$ cat config.mk
export PLATFORM = sky130hd
export DESIGN_NAME = uart_tx_cfg_flat
export DESIGN_NICKNAME = d
export VERILOG_FILES = /design/src/rtl/uart_tx_cfg_if.sv /design/src/rtl/uart_tx_cfg.sv /design/src/flat_wrapper.sv
export SDC_FILE = /design/constraint.sdc
export NUM_CORES = 1
export LEC_CHECK = 0
export ABC_AREA = 1
export CAP_MARGIN = 30
export CORE_MARGIN = 2
export CORE_UTILIZATION = 33
export CTS_BUF_LIST = sky130_fd_sc_hd__clkbuf_8 sky130_fd_sc_hd__clkbuf_16
export CTS_CLUSTER_DIAMETER = 30
export CTS_CLUSTER_SIZE = 14
export DETAILED_ROUTE_END_ITERATION = 7
export PLACE_DENSITY = 0.54
export SLEW_MARGIN = 20
export SYNTH_ARGS = -nofsm -noshare
export SYNTH_HDL_FRONTEND = slang
export SYNTH_SLANG_ARGS = --single-unit
$ cat constraint.sdc
create_clock -name clk_i -period 6.3 [get_ports clk_i]
set_input_delay 1.26 -clock clk_i [delete_from_list [all_inputs] [get_ports clk_i]]
set_output_delay 1.26 -clock clk_i [all_outputs]
set_load 0.02 [all_outputs]
$ cat src/rtl/uart_tx_cfg_if.sv
// Write-side handshake of the configurable UART transmitter.
interface uart_tx_cfg_if #(
    parameter int data_bits_p = 8
);
    logic                   v_i;
    logic [data_bits_p-1:0] data_i;
    logic                   ready_o;

    modport master (output v_i, output data_i, input ready_o);
    modport slave  (input v_i, input data_i, output ready_o);
endinterface

$ cat src/rtl/uart_tx_cfg.sv
// Configurable UART transmitter: small write FIFO feeding a start/data/parity/stop
// framer with a registered serial output.
module uart_tx_cfg #(
    parameter int clk_per_bit_p = 10416,
    parameter int data_bits_p   = 8,
    parameter int parity_p      = 0,
    parameter int stop_bits_p   = 1,
    parameter int fifo_els_p    = 4
) (
    input  logic          clk_i,
    input  logic          reset_n_i,
    uart_tx_cfg_if.slave  in_if,
    output logic          tx_o,
    output logic          busy_o,
    output logic          done_o
);

    if (clk_per_bit_p < 2) begin : g_bad_clk_per_bit
        $error("uart_tx_cfg: clk_per_bit_p must be >= 2");
    end
    if (data_bits_p < 5 || data_bits_p > 9) begin : g_bad_data_bits
        $error("uart_tx_cfg: data_bits_p must be 5..9");
    end
    if (parity_p < 0 || parity_p > 2) begin : g_bad_parity
        $error("uart_tx_cfg: parity_p must be 0, 1 or 2");
    end
    if (stop_bits_p < 1 || stop_bits_p > 2) begin : g_bad_stop_bits
        $error("uart_tx_cfg: stop_bits_p must be 1 or 2");
    end
    if (fifo_els_p < 2 || (fifo_els_p & (fifo_els_p - 1)) != 0) begin : g_bad_fifo_els
        $error("uart_tx_cfg: fifo_els_p must be a power of 2, >= 2");
    end

    localparam int cnt_w_lp = $clog2(clk_per_bit_p);
    localparam int idx_w_lp = $clog2(data_bits_p);
    localparam int aw_lp    = $clog2(fifo_els_p);

    localparam logic [cnt_w_lp-1:0] cnt_last_lp  = cnt_w_lp'(clk_per_bit_p - 1);
    localparam logic [idx_w_lp-1:0] data_last_lp = idx_w_lp'(data_bits_p - 1);
    localparam logic [idx_w_lp-1:0] stop_last_lp = idx_w_lp'(stop_bits_p - 1);
    localparam logic [aw_lp:0]      fifo_full_lp = (aw_lp + 1)'(fifo_els_p);

    typedef enum logic [2:0] {
        e_idle,
        e_start,
        e_data,
        e_parity,
        e_stop
    } state_e;

    // ---------------- transmit FIFO ----------------
    logic [data_bits_p-1:0] mem_q [fifo_els_p];
    logic [aw_lp-1:0]       wr_ptr_q, rd_ptr_q;
    logic [aw_lp:0]         count_q;
    logic                   push, pop, fifo_empty;
    logic [data_bits_p-1:0] head;

    assign in_if.ready_o = (count_q != fifo_full_lp);
    assign push          = in_if.v_i & in_if.ready_o;
    assign fifo_empty    = (count_q == '0);
    assign head          = mem_q[rd_ptr_q];

    always_ff @(posedge clk_i or negedge reset_n_i) begin
        if (!reset_n_i) begin
            wr_ptr_q <= '0;
            rd_ptr_q <= '0;
            count_q  <= '0;
        end else begin
            if (push) wr_ptr_q <= wr_ptr_q + 1'b1;
            if (pop)  rd_ptr_q <= rd_ptr_q + 1'b1;
            case ({push, pop})
                2'b10:   count_q <= count_q + 1'b1;
                2'b01:   count_q <= count_q - 1'b1;
                default: count_q <= count_q;
            endcase
        end
    end

    // NOTE: storage has no reset; emptiness is defined by the pointers and count alone.
    always_ff @(posedge clk_i) begin
        if (push) mem_q[wr_ptr_q] <= in_if.data_i;
    end

    // ---------------- framer ----------------
    state_e                 state_q, state_d;
    logic [cnt_w_lp-1:0]    cnt_q, cnt_d;
    logic [idx_w_lp-1:0]    idx_q, idx_d;
    logic [data_bits_p-1:0] shift_q, shift_d;
    logic                   par_q, par_d;
    logic                   tx_q, tx_d;
    logic                   done_q, done_d;
    logic                   bit_end, start_frame;

    assign bit_end = (cnt_q == cnt_last_lp);

    // NOTE: every output of this block gets a default first, so no path can infer a latch.
    always_comb begin
        state_d     = state_q;
        cnt_d       = cnt_q;
        idx_d       = idx_q;
        shift_d     = shift_q;
        par_d       = par_q;
        tx_d        = tx_q;
        done_d      = 1'b0;
        pop         = 1'b0;
        start_frame = 1'b0;

        if (state_q != e_idle) cnt_d = bit_end ? '0 : cnt_q + 1'b1;

        case (state_q)
            e_idle: begin
                tx_d        = 1'b1;
                start_frame = !fifo_empty;
            end
            e_start: begin
                if (bit_end) begin
                    state_d = e_data;
                    idx_d   = '0;
                    tx_d    = shift_q[0];
                    shift_d = shift_q >> 1;
                end
            end
            e_data: begin
                if (bit_end) begin
                    if (idx_q == data_last_lp) begin
                        idx_d = '0;
                        if (parity_p != 0) begin
                            state_d = e_parity;
                            tx_d    = par_q;
                        end else begin
                            state_d = e_stop;
                            tx_d    = 1'b1;
                        end
                    end else begin
                        idx_d   = idx_q + 1'b1;
                        tx_d    = shift_q[0];
                        shift_d = shift_q >> 1;
                    end
                end
            end
            e_parity: begin
                if (bit_end) begin
                    state_d = e_stop;
                    idx_d   = '0;
                    tx_d    = 1'b1;
                end
            end
            e_stop: begin
                if (bit_end) begin
                    if (idx_q == stop_last_lp) begin
                        idx_d       = '0;
                        done_d      = 1'b1;
                        state_d     = e_idle;
                        tx_d        = 1'b1;
                        start_frame = !fifo_empty;
                    end else begin
                        idx_d = idx_q + 1'b1;
                    end
                end
            end
            default: state_d = e_idle;
        endcase

        // Loading happens only from idle or at the very end of a stop bit, so
        // FIFO traffic can never disturb the frame on the line.
        if (start_frame) begin
            pop     = 1'b1;
            shift_d = head;
            par_d   = (^head) ^ (parity_p == 2);
            tx_d    = 1'b0;
            cnt_d   = '0;
            state_d = e_start;
        end
    end

    // NOTE: sequential state uses non-blocking assignments only, so all registers update together.
    always_ff @(posedge clk_i or negedge reset_n_i) begin
        if (!reset_n_i) begin
            state_q <= e_idle;
            cnt_q   <= '0;
            idx_q   <= '0;
            shift_q <= '0;
            par_q   <= 1'b0;
            tx_q    <= 1'b1;
            done_q  <= 1'b0;
        end else begin
            state_q <= state_d;
            cnt_q   <= cnt_d;
            idx_q   <= idx_d;
            shift_q <= shift_d;
            par_q   <= par_d;
            tx_q    <= tx_d;
            done_q  <= done_d;
        end
    end

    assign tx_o   = tx_q;
    assign done_o = done_q;
    assign busy_o = (state_q != e_idle) || !fifo_empty;

endmodule
$ cat src/flat_wrapper.sv
// flat-port wrapper written by rule: the top's interface ports become plain ports
module uart_tx_cfg_flat 
#(
    parameter int clk_per_bit_p = 10416,
    parameter int data_bits_p   = 8,
    parameter int parity_p      = 0,
    parameter int stop_bits_p   = 1,
    parameter int fifo_els_p    = 4
)
  (clk_i, reset_n_i, tx_o, busy_o, done_o, in_if_v_i, in_if_data_i, in_if_ready_o);
  uart_tx_cfg_if #(.data_bits_p(data_bits_p)) in_if_i ();
  input  logic clk_i;
  input  logic reset_n_i;
  output logic tx_o;
  output logic busy_o;
  output logic done_o;
  input wire logic [$bits(in_if_i.v_i)-1:0] in_if_v_i;
  input wire logic [$bits(in_if_i.data_i)-1:0] in_if_data_i;
  output wire logic [$bits(in_if_i.ready_o)-1:0] in_if_ready_o;
  assign in_if_i.v_i = in_if_v_i;
  assign in_if_i.data_i = in_if_data_i;
  assign in_if_ready_o = in_if_i.ready_o;
  uart_tx_cfg #(.clk_per_bit_p(clk_per_bit_p), .data_bits_p(data_bits_p), .parity_p(parity_p), .stop_bits_p(stop_bits_p), .fifo_els_p(fifo_els_p)) u_core (.clk_i(clk_i), .reset_n_i(reset_n_i), .in_if(in_if_i), .tx_o(tx_o), .busy_o(busy_o), .done_o(done_o));
endmodule
==> Word-level counts from Yosys, hierarchy flattened <==
Memory sizes are Yosys's and may differ from the RTL's.
Cells that the tools add are included.
Widths: inputs -> output; s select.
{ "totals": {"regBits": 37, "out_inout_bits": 4, "mem_bits_rw": 32, "n_memories": 1} }
{ "memory_table": {"columns": ["name", "depth", "width", "read_ports", "rd_ports_with_merged_regs", "wr", "line_no", "text"], "rows": [
  ["u_core.mem_q", 4, 8, 1, 0, 1, "uart_tx_cfg.sv:52", "logic [data_bits_p-1:0] mem_q [fifo_els_p];"]
]} }
{ "classes": {"n_addsub": 6, "muxes": 40, "bitwise": 1, "eq_ne": 20, "n_reduce_logical": 16} }
{ "op_table": {"columns": ["operator", "count"], "rows": [
  ["$mux 14", 3],
  ["$mux 3", 12],
  ["$mux 8", 4],
  ["$ne 3x1->1 const B", 6],
  ["$pmux 8 s2", 1],
  ["$mux 1", 15],
  ["$pmux 3 s5", 1],
  ["$add 14x1->14 const B", 1],
  ["$eq 14x14->1 const B", 1],
  ["$logic_not 3->1", 3],
  ["$pmux 3 s3", 1],
  ["$reduce_bool 3->1", 3],
  ["$ne 2x1->1 const B", 4],
  ["$reduce_and 4->1", 2],
  ["$reduce_and 7->1", 1],
  ["$add 3x1->3 const B", 2],
  ["$eq 3x2->1 const B", 2],
  ["$eq 3x3->1 const B", 2],
  ["$pmux 3 s2", 1],
  ["$reduce_and 6->1", 1],
  ["$reduce_bool 6->1", 1],
  ["$pmux 1 s5", 1],
  ["$add 2x1->2 const B", 2],
  ["$reduce_bool 2->1", 2],
  ["11 further kinds", 11]
]} }

==> Logic depth before layout (Yosys ltp) <==
{ "depth": {"word_depth": 8, "depth_mapped": 15, "depth_no_buf": 14} }

==> Least setup slack after synthesis <==
OpenSTA, ideal clock, no wires.
{ "synth_timing": {"kind": "input to register", "startpoint": "in in_if_v_i", "endpoint": "reg u_core.count_q[2]", "setup_time_ns": 0.124, "cell_stages": 7, "t_arrival_ns": 2.379, "n_path_buf": 0, "slack_ns": 3.797, "required_ns": 6.176, "path_cell_list": "nand2_1 ha_1 inv_1 fa_1 a21oi_1 o21ai_0 xnor2_1"} }
{ "synth_between": {"elab_chain_cells": 3, "word_cells_on_any_way": 5, "classes_between": "eq/ne (2); mux (1); bitwise (1); reduce/logical (1)"} }
{ "synth_rtl": {"columns": ["element", "line_no", "text"], "rows": [
  ["start, declared", "flat_wrapper.sv:17", "input wire logic [$bits(in_if_i.v_i)-1:0] in_if_v_i;"],
  ["$and 1x1->1 *", "uart_tx_cfg.sv:59", "assign push = in_if.v_i & in_if.ready_o;"],
  ["$eq 2x1->1 or $eq 2x2->1 (tied branches)", "uart_tx_cfg.sv:71", "case ({push, pop})"],
  ["$pmux 3 s2 or $reduce_bool 2->1 (tied branches)", null, null],
  ["end signal, assigned", "uart_tx_cfg.sv:72", "2'b10: count_q <= count_q + 1'b1;"],
  ["end signal, assigned", "uart_tx_cfg.sv:73", "2'b01: count_q <= count_q - 1'b1;"],
  ["end signal, assigned", "uart_tx_cfg.sv:74", "default: count_q <= count_q;"],
  ["end, declared", "uart_tx_cfg.sv:54", "logic [aw_lp:0] count_q;"]
]} }
Every way passes the cells marked *; elsewhere a longest branch is shown, timed or not.
A chain may end at the register's enable or synchronous reset.

==> Final worst setup path <==
{ "layout_timing": {"startpoint": "reg u_core.state_q[1]", "endpoint": "out busy_o"} }
{ "layout_between": {"elab_chain_cells": 2} }
{ "layout_rtl": {"columns": ["element", "line_no", "text"], "rows": [
  ["start, declared", "uart_tx_cfg.sv:85", "state_e state_q, state_d;"],
  ["start signal, assigned", "uart_tx_cfg.sv:179", "state_q <= e_idle;"],
  ["start signal, assigned", "uart_tx_cfg.sv:187", "state_q <= state_d;"],
  ["$reduce_bool 3->1", "uart_tx_cfg.sv:199", "assign busy_o = (state_q != e_idle) || !fifo_empty;"],
  ["$logic_or 1x1->1", "uart_tx_cfg.sv:199", null],
  ["end, declared", "flat_wrapper.sv:15", "output logic busy_o;"]
]} }
Every way passes these cells.

==> results.md <==
- Slew headroom: 0.535
- Clock power share: 0.221
- Remaining Overflow, GRT: 0
- Buf/Inv on CP: 2
- Post-DP HPWL: 4.24 mm
- Top_reg_cell synth: dfrtp_1
- Chip width: 105 µm
- Via density: 4.52
- Die area: 0.0111 mm²
- TritonRoute pass-1 iters: 4
- Mux cell area share after synthesis: 0
- Initial DRC count: 100
- Cell Area, Synth: between 0.003 and 0.004 mm²
- CP Cell Sequence: nor2_1 > inv_2 > nor2_1 > nand2_1 > clkdlybuf4s50_1
- Startpoint types: flip-flop
- Via count: 2334
- Antenna violations before repair: 0
- PwrDens: between 400 and 500 mW/mm²
- LEAKAGE: 1.66 nW
- Status: completed
- Hold/Removal Path Class: flip-flop to flip-flop
- Setup Crit Path Kind: flip-flop to primary output
- Cell family with most CP delay: buffers and inverters
- EDFF count, synth: 32
- Synth Register Bits: 69
- Most numerous cell in the Yosys netlist: nand2_1
- Combinational share of power: 0.365
- Final non-filler cell total: about 520
- Setup_tns: 0 ns
- # diodes: 0
- Clk sinks: 69
- Net Count, Synth: 378
- Clock-pin slew on the worst setup and hold paths: 0.08 ns
- Distinct cells, synth: 32
- Post-CTS setup buffer count: 0
- Synth Area per Inst: between 9 and 10 µm²
- Htree depth: 3
- Clk_skew: ~0.011 ns
- Final Critical Period: 3.38 ns
- RSZ-0062 raised after global routing: no
- Drt drc: 0
- Routed wire length: slightly above 6 mm
- Post-route ant nets: 0
- Fraction of the mapped netlist area in adder cells: 0.0391
- Largest net degree at the start of global routing: 38
- Fraction of layout cells with a size suffix above 1: 0.121
- # IOs: 15
- Area Growth Syn to Fin: 13.8%
- Clock Latency Late Sink: 0.34 ns
- Mapped Cells: between 300 and 400
- Top cell type by total area after synthesis: edfxtp_1
- Final setup viols: 0
- All-Layer GR Usage: 0.123
- CTS Hold Bufs: 0
- Slowest CP cell: clkdlybuf4s50_1
- Detailed-route wire length per cell: 11.7 µm
- Number of max-cap violations: 0
- Placer Congestion: ~0.8
- PortBufs: 14
- Cell mode on critical path: nor2_1
- Vias in the first global route: 2383
- Sequential area share after synthesis: 0.556
- CTS tree: yes
- Sequential share of power: 0.414
- CTS Buffer Depth: 2
- Rows: 37
- Core ar.: 0.0101 mm²
- Synth Area in Simple Gates: 0.210
- Worst vdd ir: 0.000167 V
- Area contributors post-synth: edfxtp_1 28%, dfrtp_1 27%, nand2_1 7.1%
- NetSw: 0.635 mW
- Crit path DAT: 2.12 ns
- # placed instances: 499
- Tightest Pin Transition: about 0.69 ns
- F_max: 0.296 GHz
- Cts repair resizes: 0
- Worst stage delay on the critical path: 0.65 ns
- Root Buffer: clkbuf_8
- Xor/xnor share of the synthesized area: 0.0361
- Die Y: 105 µm
- Switching Share: 0.390
- TritonCTS buffer count: 9
- Starting Density: 0.335
- Fin area: 0.00386 mm²
- First-pass GRT wire length: 10.9 mm
- Synth cell count leaders: 64 x nand2_1, 56 x nor2_1, 42 x inv_1
- Fin. max-slew vios: 0
- Post-DP Area: 0.00365 mm²
- Internal power: between 0.9 and 1 mW
- Final #Nets: 396
- Compound-gate portion of the synthesized area: 0.0873
- Worst-path fanout max: 14
- Yosys top cell area share: 0.283
- Asr flop ratio synth: 0.536
- Period utilisation layout: 0.536
- Setup crit end kind: primary output
- Worst Path Required: 5.04 ns
- Final hold viol count: 0
- Largest family of logic cells by synthesized area: simple AND/OR/NAND/NOR gates
- Synth warn: 0
worst paths after layout:
path,cells after the start,end,startpoint,slack [ns]
setup / recovery,5,busy_o,u_core.state_q[1],2.92
hold / removal,2,u_core.shift_q[7],u_core.shift_q[7],0.47
setup reg to reg,14,u_core.count_q[2],u_core.idx_q[0],3.70
hold reg to reg,2,u_core.shift_q[7],u_core.shift_q[7],0.47
max in group asynchronous,2,u_core.tx_o,reset_n_i,5.07
min in group asynchronous,1,u_core.cnt_q[4],reset_n_i,0.75
state kept, by name, indices dropped and copies added (netlist names):
name / cells
u_core.state_q: 3
u_core.count_q: 3
u_core.rd_ptr_q: 2
u_core.wr_ptr_q: 2
u_core.done_o: 1
u_core.tx_o: 1
u_core.shift_q: 8
u_core.cnt_q: 14
u_core.mem_q: 32
u_core.idx_q: 3
layout make-up:
cell class / count / area, µm²
Fill cell: 1012 / 6270
Sequential cell: 69 / 1890
Multi-Input combinational cell: 230 / 1260
Inverter: 50 / 188
Tap cell: 136 / 170
Timing Repair Buffer: 15 / 155
Clock buffer: 9 / 124
Clock inverter: 7 / 73.8
routing by layer:
metal / vias up / wire length [µm] / global-route usage
li1: 1192 / - / -
met1: 1098 / 2960 / 0.154
met2: 31 / 2770 / 0.198
met3: 13 / 215 / 0.0383
met4: 0 / 116 / 0.0514
met5: - / 0 / 0
per-stage QoR:
stage               hold WS [ns]  power [mW]  utilization  setup WS, ns
floorplan                  0.433        1.17            -          3.80
global placement           0.450        1.28        0.360          3.25
detailed placement         0.450        1.29        0.360          3.22
CTS                        0.471        1.66        0.379          2.88
global route               0.499        1.78        0.381          2.71
finish                     0.469        1.63        0.381          2.92
worst min-delay path, cell delays in order, from the launching register on:
cell	delay [ns]
dfrtp_1	0.34
nand2_1	0.05
nand2_1	0.05
cell families after synthesis:
| family | Yosys count |
|---|---|
| buffers and inverters | 58 |
| AO/OA/AOI/OAI | 51 |
| flip-flops | 69 |
| AND/OR/NAND/NOR | 155 |
| adder cells (fa/ha/maj) | 10 |
| XOR/XNOR | 14 |
cell usage in the layout, fill, tap and decap left out, types with 2 or more instances in the layout:
cell type,instances
dfrtp_1,36
nor3_1,3
clkdlybuf4s50_1,13
nand2_2,5
ha_1,9
nor2_1,56
xor2_1,11
inv_1,42
nand3_1,8
inv_6,2
clkbuf_8,9
nand3_4,2
nand3b_1,7
nand2_1,64
nand3_2,2
xnor2_1,3
a21oi_1,5
nand4_1,4
clkinv_2,2
o21ai_1,3
o21ai_2,8
edfxtp_1,32
o21ai_0,27
inv_2,7
o22ai_1,7
power by group through the flow:
| stage | clock network (mW) | logic [mW] | registers (mW) |
|---|---|---|---|
| 2_1_floorplan | 0 | 0.515 | 0.651 |
| 3_3_place_gp | 0 | 0.598 | 0.681 |
| 3_5_place_dp | 0 | 0.601 | 0.685 |
| 4_1_cts | 0.375 | 0.605 | 0.675 |
| 5_1_grt | 0.398 | 0.697 | 0.690 |
| 6_report | 0.361 | 0.595 | 0.675 |
Power figures use the tool's default switching activity.
